$ cat src/rtl/conv_win_ctrl_pkg.sv
// Shared types and default geometry for the 3x3 convolution window controller.
package conv_win_ctrl_pkg;

    typedef enum logic [1:0] {
        ST_IDLE = 2'd0,
        ST_FILL = 2'd1,
        ST_RUN  = 2'd2,
        ST_DONE = 2'd3
    } state_t;

    localparam int DEF_WIDTH = 9;
    localparam int DEF_IMG_W = 28;
    localparam int DEF_IMG_H = 28;

endpackage

$ cat src/rtl/conv_line_buf.sv
// Single-row delay line: dout is the sample written DEPTH enables ago.
// Contents are deliberately not reset; a frame rewrites them before use.
module conv_line_buf #(
    parameter int WIDTH = 9,
    parameter int DEPTH = 28
) (
    input  logic             clk,
    input  logic             en,
    input  logic [WIDTH-1:0] din,
    output logic [WIDTH-1:0] dout
);

    logic [DEPTH-1:0][WIDTH-1:0] mem_q, mem_d;

    // Shift one position per accepted pixel.
    always_comb begin
        mem_d = mem_q;
        if (en) mem_d = {mem_q[DEPTH-2:0], din};
    end

    // Storage without reset.
    always_ff @(posedge clk) begin
        mem_q <= mem_d;
    end

    assign dout = mem_q[DEPTH-1];

endmodule

$ cat src/rtl/conv_win_ctrl.sv
// Raster-stream to 3x3 window controller feeding the convolution unit.
// Optional CONV_WIN_STRIDE2_EN adds a stride2 input sampled at start; when set,
// windows are emitted only where (row-2) and (col-2) are both even.
module conv_win_ctrl
    import conv_win_ctrl_pkg::*;
#(
    parameter int WIDTH = DEF_WIDTH,
    parameter int IMG_W = DEF_IMG_W,
    parameter int IMG_H = DEF_IMG_H
) (
    input  logic             clk,
    input  logic             rst_n,
    input  logic             start,
`ifdef CONV_WIN_STRIDE2_EN
    input  logic             stride2,
`endif
    input  logic             pix_valid,
    output logic             pix_ready,
    input  logic [WIDTH-1:0] pix_in,
    output logic             win_valid,
    input  logic             win_ready,
    output logic [WIDTH-1:0] w00, w01, w02,
    output logic [WIDTH-1:0] w10, w11, w12,
    output logic [WIDTH-1:0] w20, w21, w22,
    output logic             busy,
    output logic             done
);

    localparam int CW = $clog2(IMG_W);
    localparam int RW = $clog2(IMG_H);
    localparam logic [CW-1:0] COL_LAST = CW'(IMG_W - 1);
    localparam logic [RW-1:0] ROW_LAST = RW'(IMG_H - 1);
    localparam logic [CW-1:0] COL_TWO  = CW'(2);
    localparam logic [RW-1:0] ROW_TWO  = RW'(2);

    state_t                       state_q, state_d;
    logic [CW-1:0]                col_q, col_d;
    logic [RW-1:0]                row_q, row_d;
    logic                         win_valid_q, win_valid_d;
    logic                         last_pend_q, last_pend_d;
    logic [2:0][2:0][WIDTH-1:0]   win_q, win_d;
    logic [WIDTH-1:0]             lb0_out, lb1_out;
    logic                         acc, emit, is_last, stride_ok;

`ifdef CONV_WIN_STRIDE2_EN
    logic stride2_q, stride2_d;
    assign stride_ok = !stride2_q || (!row_q[0] && !col_q[0]);
`else
    assign stride_ok = 1'b1;
`endif

    // Stall intake while an un-taken window is pending or the last window drains.
    assign pix_ready = ((state_q == ST_FILL) || (state_q == ST_RUN)) && !last_pend_q
                       && !(win_valid_q && !win_ready);
    assign acc       = pix_valid && pix_ready;
    assign is_last   = (row_q == ROW_LAST) && (col_q == COL_LAST);
    assign emit      = acc && (row_q >= ROW_TWO) && (col_q >= COL_TWO) && stride_ok;

    // Row N-1 and row N-2 delay lines.
    conv_line_buf #(.WIDTH(WIDTH), .DEPTH(IMG_W)) u_lb0 (
        .clk(clk), .en(acc), .din(pix_in), .dout(lb0_out)
    );
    conv_line_buf #(.WIDTH(WIDTH), .DEPTH(IMG_W)) u_lb1 (
        .clk(clk), .en(acc), .din(lb0_out), .dout(lb1_out)
    );

    // Next-state: FSM, raster counters, window valid and the 3x3 shift window.
    always_comb begin
        state_d     = state_q;
        col_d       = col_q;
        row_d       = row_q;
        last_pend_d = last_pend_q;
        win_d       = win_q;
`ifdef CONV_WIN_STRIDE2_EN
        stride2_d   = stride2_q;
`endif
        // A new load keeps valid high; otherwise it drops once taken.
        win_valid_d = emit || (win_valid_q && !win_ready);

        if (acc) begin
            for (int i = 0; i < 3; i++) begin
                win_d[i][0] = win_q[i][1];
                win_d[i][1] = win_q[i][2];
            end
            win_d[0][2] = lb1_out;
            win_d[1][2] = lb0_out;
            win_d[2][2] = pix_in;
        end

        case (state_q)
            ST_IDLE: begin
                if (start) begin
                    state_d     = ST_FILL;
                    col_d       = '0;
                    row_d       = '0;
                    last_pend_d = 1'b0;
`ifdef CONV_WIN_STRIDE2_EN
                    stride2_d   = stride2;
`endif
                end
            end
            ST_FILL, ST_RUN: begin
                if (acc) begin
                    if (col_q == COL_LAST) begin
                        col_d = '0;
                        row_d = row_q + RW'(1);
                    end else begin
                        col_d = col_q + CW'(1);
                    end
                    if (is_last) begin
                        // Finish only after the final window is taken, if there is one.
                        if (emit) begin
                            last_pend_d = 1'b1;
                            state_d     = ST_RUN;
                        end else begin
                            state_d     = ST_DONE;
                        end
                    end else if (state_q == ST_FILL && row_q == ROW_TWO && col_q == COL_TWO) begin
                        state_d = ST_RUN;
                    end
                end
                if (last_pend_q && win_valid_q && win_ready) begin
                    state_d     = ST_DONE;
                    last_pend_d = 1'b0;
                end
            end
            ST_DONE: state_d = ST_IDLE;
            default: state_d = ST_IDLE;
        endcase
    end

    // Control and window registers.
    always_ff @(posedge clk or negedge rst_n) begin
        if (!rst_n) begin
            state_q     <= ST_IDLE;
            col_q       <= '0;
            row_q       <= '0;
            win_valid_q <= 1'b0;
            last_pend_q <= 1'b0;
            win_q       <= '0;
`ifdef CONV_WIN_STRIDE2_EN
            stride2_q   <= 1'b0;
`endif
        end else begin
            state_q     <= state_d;
            col_q       <= col_d;
            row_q       <= row_d;
            win_valid_q <= win_valid_d;
            last_pend_q <= last_pend_d;
            win_q       <= win_d;
`ifdef CONV_WIN_STRIDE2_EN
            stride2_q   <= stride2_d;
`endif
        end
    end

    assign win_valid = win_valid_q;
    assign busy      = (state_q != ST_IDLE);
    assign done      = (state_q == ST_DONE);
    assign w00 = win_q[0][0];
    assign w01 = win_q[0][1];
    assign w02 = win_q[0][2];
    assign w10 = win_q[1][0];
    assign w11 = win_q[1][1];
    assign w12 = win_q[1][2];
    assign w20 = win_q[2][0];
    assign w21 = win_q[2][1];
    assign w22 = win_q[2][2];

endmodule

$ cat config.mk
export PLATFORM = sky130hd
export DESIGN_NAME = conv_win_ctrl
export DESIGN_NICKNAME = d
export VERILOG_FILES = /design/src/rtl/conv_win_ctrl_pkg.sv /design/src/rtl/conv_line_buf.sv /design/src/rtl/conv_win_ctrl.sv
export SDC_FILE = /design/constraint.sdc
export NUM_CORES = 1
export LEC_CHECK = 0
export CAP_MARGIN = 20
export CORE_UTILIZATION = 61
export CTS_BUF_LIST = sky130_fd_sc_hd__clkbuf_2
export DETAILED_ROUTE_END_ITERATION = 8
export PLACE_DENSITY = 0.77
export SYNTH_ARGS = -nofsm -noshare
export SYNTH_HDL_FRONTEND = slang
export SYNTH_SLANG_ARGS = --single-unit
$ cat constraint.sdc
create_clock -name clk -period 19.83 [get_ports clk]
set_input_delay 4.9575 -clock clk [delete_from_list [all_inputs] [get_ports clk]]
set_output_delay 4.9575 -clock clk [all_outputs]
set_load 0.01 [all_outputs]
* Yosys cells after proc, flatten, opt, wreduce, memory -nomap -nowiden
Index checks and enable logic that the tools add are counted.
** Cells by class
- $add $sub $neg :: 2
- Order comparisons :: 2
- Equal/unequal tests :: 14
- Multiplexer cells :: 20
- Reductions and logical operators :: 24
** Operators by type and width (number)
- 5-bit two-way mux :: 5
- 5-bit case mux with 2 select lines :: 2
- 1-bit logical AND :: 11
- 5-bit by 1-bit adder with 5-bit output (second input constant) :: 2
- 5-bit by 2-bit == test with 1-bit output (second input constant) :: 2
- 5-bit == test (second input constant) :: 2
- 5-bit by 2-bit >= comparator with 1-bit output (second input constant) :: 2
- 2-bit two-way mux :: 5
- 3-bit != test (second input constant) :: 3
- 1-bit two-way mux :: 6
- 2-bit != test (second input constant) :: 3
- 2-bit case mux with 3 select lines :: 1
- 3-bit AND reduction :: 2
- 5-bit AND reduction :: 1
- 2-bit == test (second input constant) :: 2
- 4-bit != test (second input constant) :: 1
- 4-bit AND reduction :: 1
- 2-bit nonzero test :: 2
- 1-bit logical NOT :: 3
- 2-bit by 1-bit == test with 1-bit output (second input constant) :: 1
- 2-bit logical NOT :: 1
- 1-bit logical OR :: 2
- 1-bit case mux with 2 select lines :: 1
- 2-bit OR reduction :: 1
** Storage, ports and cells
- Register bits :: 599
- Input port bits :: 14
- Output and inout bits :: 85

* Longest topological paths before layout
- Word-level depth :: 12
- Mapped depth :: 9
- Gate-level depth less buffers :: 6

* Cells and area by module
From an unflattened synthesis, not the netlist that was laid out.
** Second synthesis, totals
- Cells, all modules :: 963
- Area total of the unflattened synthesis :: 19214.7 µm²
** By module, submodules not included
- conv_line_buf :: instances 2, cells an instance 261, area each 7634.8 µm², seq. area each 7567.3 µm²
- conv_win_ctrl :: instances 1, cells an instance 441, area each 3945.0 µm², seq. area each 2377.3 µm²

* Least setup slack after synthesis
OpenSTA, ideal clock, no wires.
- Kind :: input-to-reg
- Start point :: input pix_valid
- End point :: register u_lb0.mem_q, in the netlist u_lb0.dout[0] (enable)
- Library setup time :: 1.067 ns
- Arrival time :: 19.145 ns
- Required time :: 18.763 ns
- Setup slack :: -0.382 ns
- Stages on the path :: 4
- Path buffers :: 1
- Cells stage by stage :: and2b_2 > nand3_1 > inv_1 > clkbuf_1
** On the way
- Cells in the longest elaborated chain, start to end :: 1
** RTL lines
- start: declaration :: RTL line conv_win_ctrl.sv:17 : input logic pix_valid,
- 1-bit logical AND :: RTL line conv_win_ctrl.sv:55 : assign acc = pix_valid && pix_ready;
- net acc :: RTL line conv_win_ctrl.sv:43 : logic acc, emit, is_last, stride_ok;
- end signal: assignment :: RTL line conv_line_buf.sv:23 : mem_q <= mem_d;
- end: declaration :: RTL line conv_line_buf.sv:13 : logic [DEPTH-1:0][WIDTH-1:0] mem_q, mem_d;
The timed path passes the listed nets, and every way through them passes these cells.
A chain may end at the register's enable or synchronous reset.

* Final worst setup path
- Start point :: input win_ready
- End point :: output pix_ready
** On the way
- Cells in the longest elaborated chain, start to end :: 4
** RTL lines
- start: declaration :: RTL line conv_win_ctrl.sv:21 : input logic win_ready,
- 1-bit logical NOT :: RTL line conv_win_ctrl.sv:54 : && !(win_valid_q && !win_ready);
- 1-bit logical AND :: RTL line conv_win_ctrl.sv:54
- 1-bit logical NOT :: RTL line conv_win_ctrl.sv:54
- 1-bit logical AND :: RTL line conv_win_ctrl.sv:54
- end: declaration :: RTL line conv_win_ctrl.sv:18 : output logic pix_ready,
No other way between the ends.

==> flow_summary_export.csv <==
group,metric,value,unit
finish,final_cell_mix,"edfxtp_1 (504), nand2_1 (248), clkbuf_2 (211), clkdlybuf4s50_1 (97), dfrtp_1 (95)",
sta,fin_ws,8.483,ns
sta,setup_viol,0,
worst_hold_path,min_path_type,"reg2reg",
sta,rsz0062_at_grt,"no",
drt,dr.first_iter.drc_count,685,
grt,grt_usage,0.1678,
power,power_switching,996.6,uW
power,leakage,0.008077,uW
sta,finalClockSkew,0.06741,ns
finish,final_nets,1191,
drt,wire_per_inst,15.52,um
critical_path,cpPeakStageDelay,0.56,ns
logic_synthesis,synth_xor_area_frac,0,
grt,antenna_found_initial,1,
drt,drcViolationCount,0,
power,p_sw_frac,0.2830,
logic_synthesis,synth-compound-area-share,0.01113,
finish,final_cells,1672,
finish,fillCellCount,1841,
sta,slew_violations,0,
finish,layout_commonest_cell,"edfxtp_1",
critical_path,cp_max_fo,5,
logic_synthesis,synth_top_family_by_area,"simple AND/OR/NAND/NOR gates",
critical_path,crit_top_cell,"clkdlybuf4s50_1",
run_status,status,"completed",
logic_synthesis,syn-mean-instance-area,20.20,um^2
sta,final.period_utilization,0.5722,
power,internal_power,2525,uW
sta,slew-limit-headroom,0.2401,
clock_network,numCtsBuffers,138,
logic_synthesis,synthDistinctLibCells,33,
critical_path,reg2reg_slack,15.01,ns
sta,max_freq,0.08813,GHz
power,power_frac_comb,0.171,
sta,fin_crit,11.35,ns
power,pwr-share-seq,0.606,
drt,vias,8454,
grt,grt-ovfl-total,0,
critical_path,cp.arrival,6.39,ns
drt,routed_wl,25.96,mm
clock_network,cts_setup_buffers,0,
clock_network,clockBufferDepth,3,
clock_network,cts-root-buf,"clkbuf_2",
drt,via_per_inst,5.056,
floorplan,start_util,0.6231,
clock_network,clk_pin_slew,0.10,ns
finish,multi_input_area,0.001478,mm^2
critical_path,r2r_start,"state_q[0]",
logic_synthesis,synth_warnings,0,
grt,grt_pass1_vias,8447,
sta,tightest_slew,1.140,ns
sta,fin_setup_tns,0,ns
logic_synthesis,synth_area,0.01911,mm^2
logic_synthesis,synth.area.mux_share,0.001571,
grt,grt_pass1_wl,40.86,mm
place,dp_hpwl,12.69,mm
place,portBuffers,98,
logic_synthesis,async_reset_ff_frac,0.1586,
critical_path,cp_slowest_cell,"clkdlybuf4s50_1",
logic_synthesis,synth-seq-area-share,0.9164,
critical_path,start_kind,"primary input",
sta,final.hold.worst_slack,0.3673,ns
finish,fin_util,0.7153,
floorplan,placementRows,64,
clock_network,clkSinkCount,599,
place,place_inst,1424,
clock_network,ctsResizeCount,0,
job,maxCapViolCount,0,
floorplan,die-area,0.03204,mm^2
power,peakVddDrop,133.7,uV
grt,grt_max_degree,248,
critical_path,path_class,"in2out",
critical_path,cp_cell_sequence,"clkdlybuf4s50_1 > or2b_4 > nor3b_1 > clkdlybuf4s50_1",
finish,regArea,0.01751,mm^2
clock_network,tritoncts,"yes",
finish,final_layout_size_suffix_gt1_frac,0.1875,
sta,hold_viol,0,
clock_network,clk_latency,0.99,ns
floorplan,die_w,179.0,um
clock_network,cts_hold_buffers,0,
floorplan,core,0.03067,mm^2
logic_synthesis,synth-adder-area-share,0.004583,
drt,dr.pass1.iters,5,
critical_path,required,14.87,ns
finish,area_growth,14.80,%
clock_network,htree_levels,4,
floorplan,ios,99,
drt,postRouteAntennaNets,0,
logic_synthesis,synth_edf_count,504,
critical_path,crit_path_start,"win_ready",
logic_synthesis,synth-seq-cells,599,
logic_synthesis,synthSimpleGateAreaFrac,0.05939,
worst_hold_path,hp-start,"u_lb0.mem_q[135]",
place,dp_slack,8.473,ns
logic_synthesis,synth_ff_type,"edfxtp_1",
critical_path,end_kind,"primary output",
power,power.density,160.5,mW/mm^2
floorplan,die_height,179.0,um
place,gp_congestion,0.7577,
power,clock_power_share,0.223,
logic_synthesis,syn_inst,946,
logic_synthesis,syn_nets,967,
logic make-up after synthesis:
group,Yosys count
AOI/OAI and AO/OA,27
adders and majority gates,7
buffers and inverters,29
DFF,599
muxes,3
and+or+nand+nor,281
routing by layer:
metal  vias to the layer above  routed length (um)  GRT usage
met3                        28                1705    0.05768
met2                       274               11380     0.2379
met5                         -                   0          0
met4                         0                 325    0.07345
met1                      4130               12550     0.2395
li1                       4022                   -          -
state kept, by name, indices dropped and copies added, names as in the netlist, 9 cells and up:
register,flops
u_lb0.dout,9
u_lb0.mem_q,243
u_lb1.dout,9
u_lb1.mem_q,243
w00,9
w01,9
w02,9
w10,9
w11,9
w12,9
w20,9
w21,9
w22,9
layout make-up:
type | instances | area share
multi-input combinational | 318 | 0.06736
tap | 396 | 0.02259
timing repair buffer | 105 | 0.04939
inverter | 8 | 0.001711
antenna | 1 | 0.0001141
sequential | 599 | 0.7983
clock buffer | 211 | 0.04814
clock inverter | 34 | 0.01243
cells in the mapped netlist (4+ instances only):
cell type	n	share of area
edfxtp_1	504	0.79
nand2_1	248	0.049
dfrtp_1	95	0.12
buf_2	16	0.0042
inv_1	8	0.0016
ha_1	7	0.0046
nand3_1	7	0.0018
a21oi_1	6	0.0016
nor2_1	6	0.0012
or4_1	6	0.0024
o21ai_0	5	0.0013
o31ai_1	5	0.0020
clkbuf_1	4	0.00079
worst paths after layout:
kind,to,cells past startpoint
max reg2reg,u_lb0.mem_q[198],8
max in group asynchronous,w01[5],2
min reg2reg,u_lb0.mem_q[144],0
min in group asynchronous,row_q[2],1
min,u_lb0.mem_q[144],0
max,pix_ready,4
worst max-delay path, delay by kind of cell:
family / cells / cell delay [ns]
buffers and inverters: 2 / 1.04
AND/OR/NAND/NOR: 2 / 0.39
per-stage QoR:
stage                     power, uW  instance area [um^2]
after floorplan                2567                 19110
after global placement         2721                 20550
after detailed placement       2758                 20550
after CTS                      3565                 21880
after global routing           3722                 21940
final                          3522                 21940
power groups by stage:
stage          logic [uW]  clock network (uW)  registers (uW)
2_1_floorplan         313                   0            2250
3_3_place_gp          578                   0            2140
3_5_place_dp          599                   0            2160
4_1_cts               598                 822            2150
5_1_grt               665                 879            2180
6_report              601                 785            2140
Power figures use the tool's default switching activity.
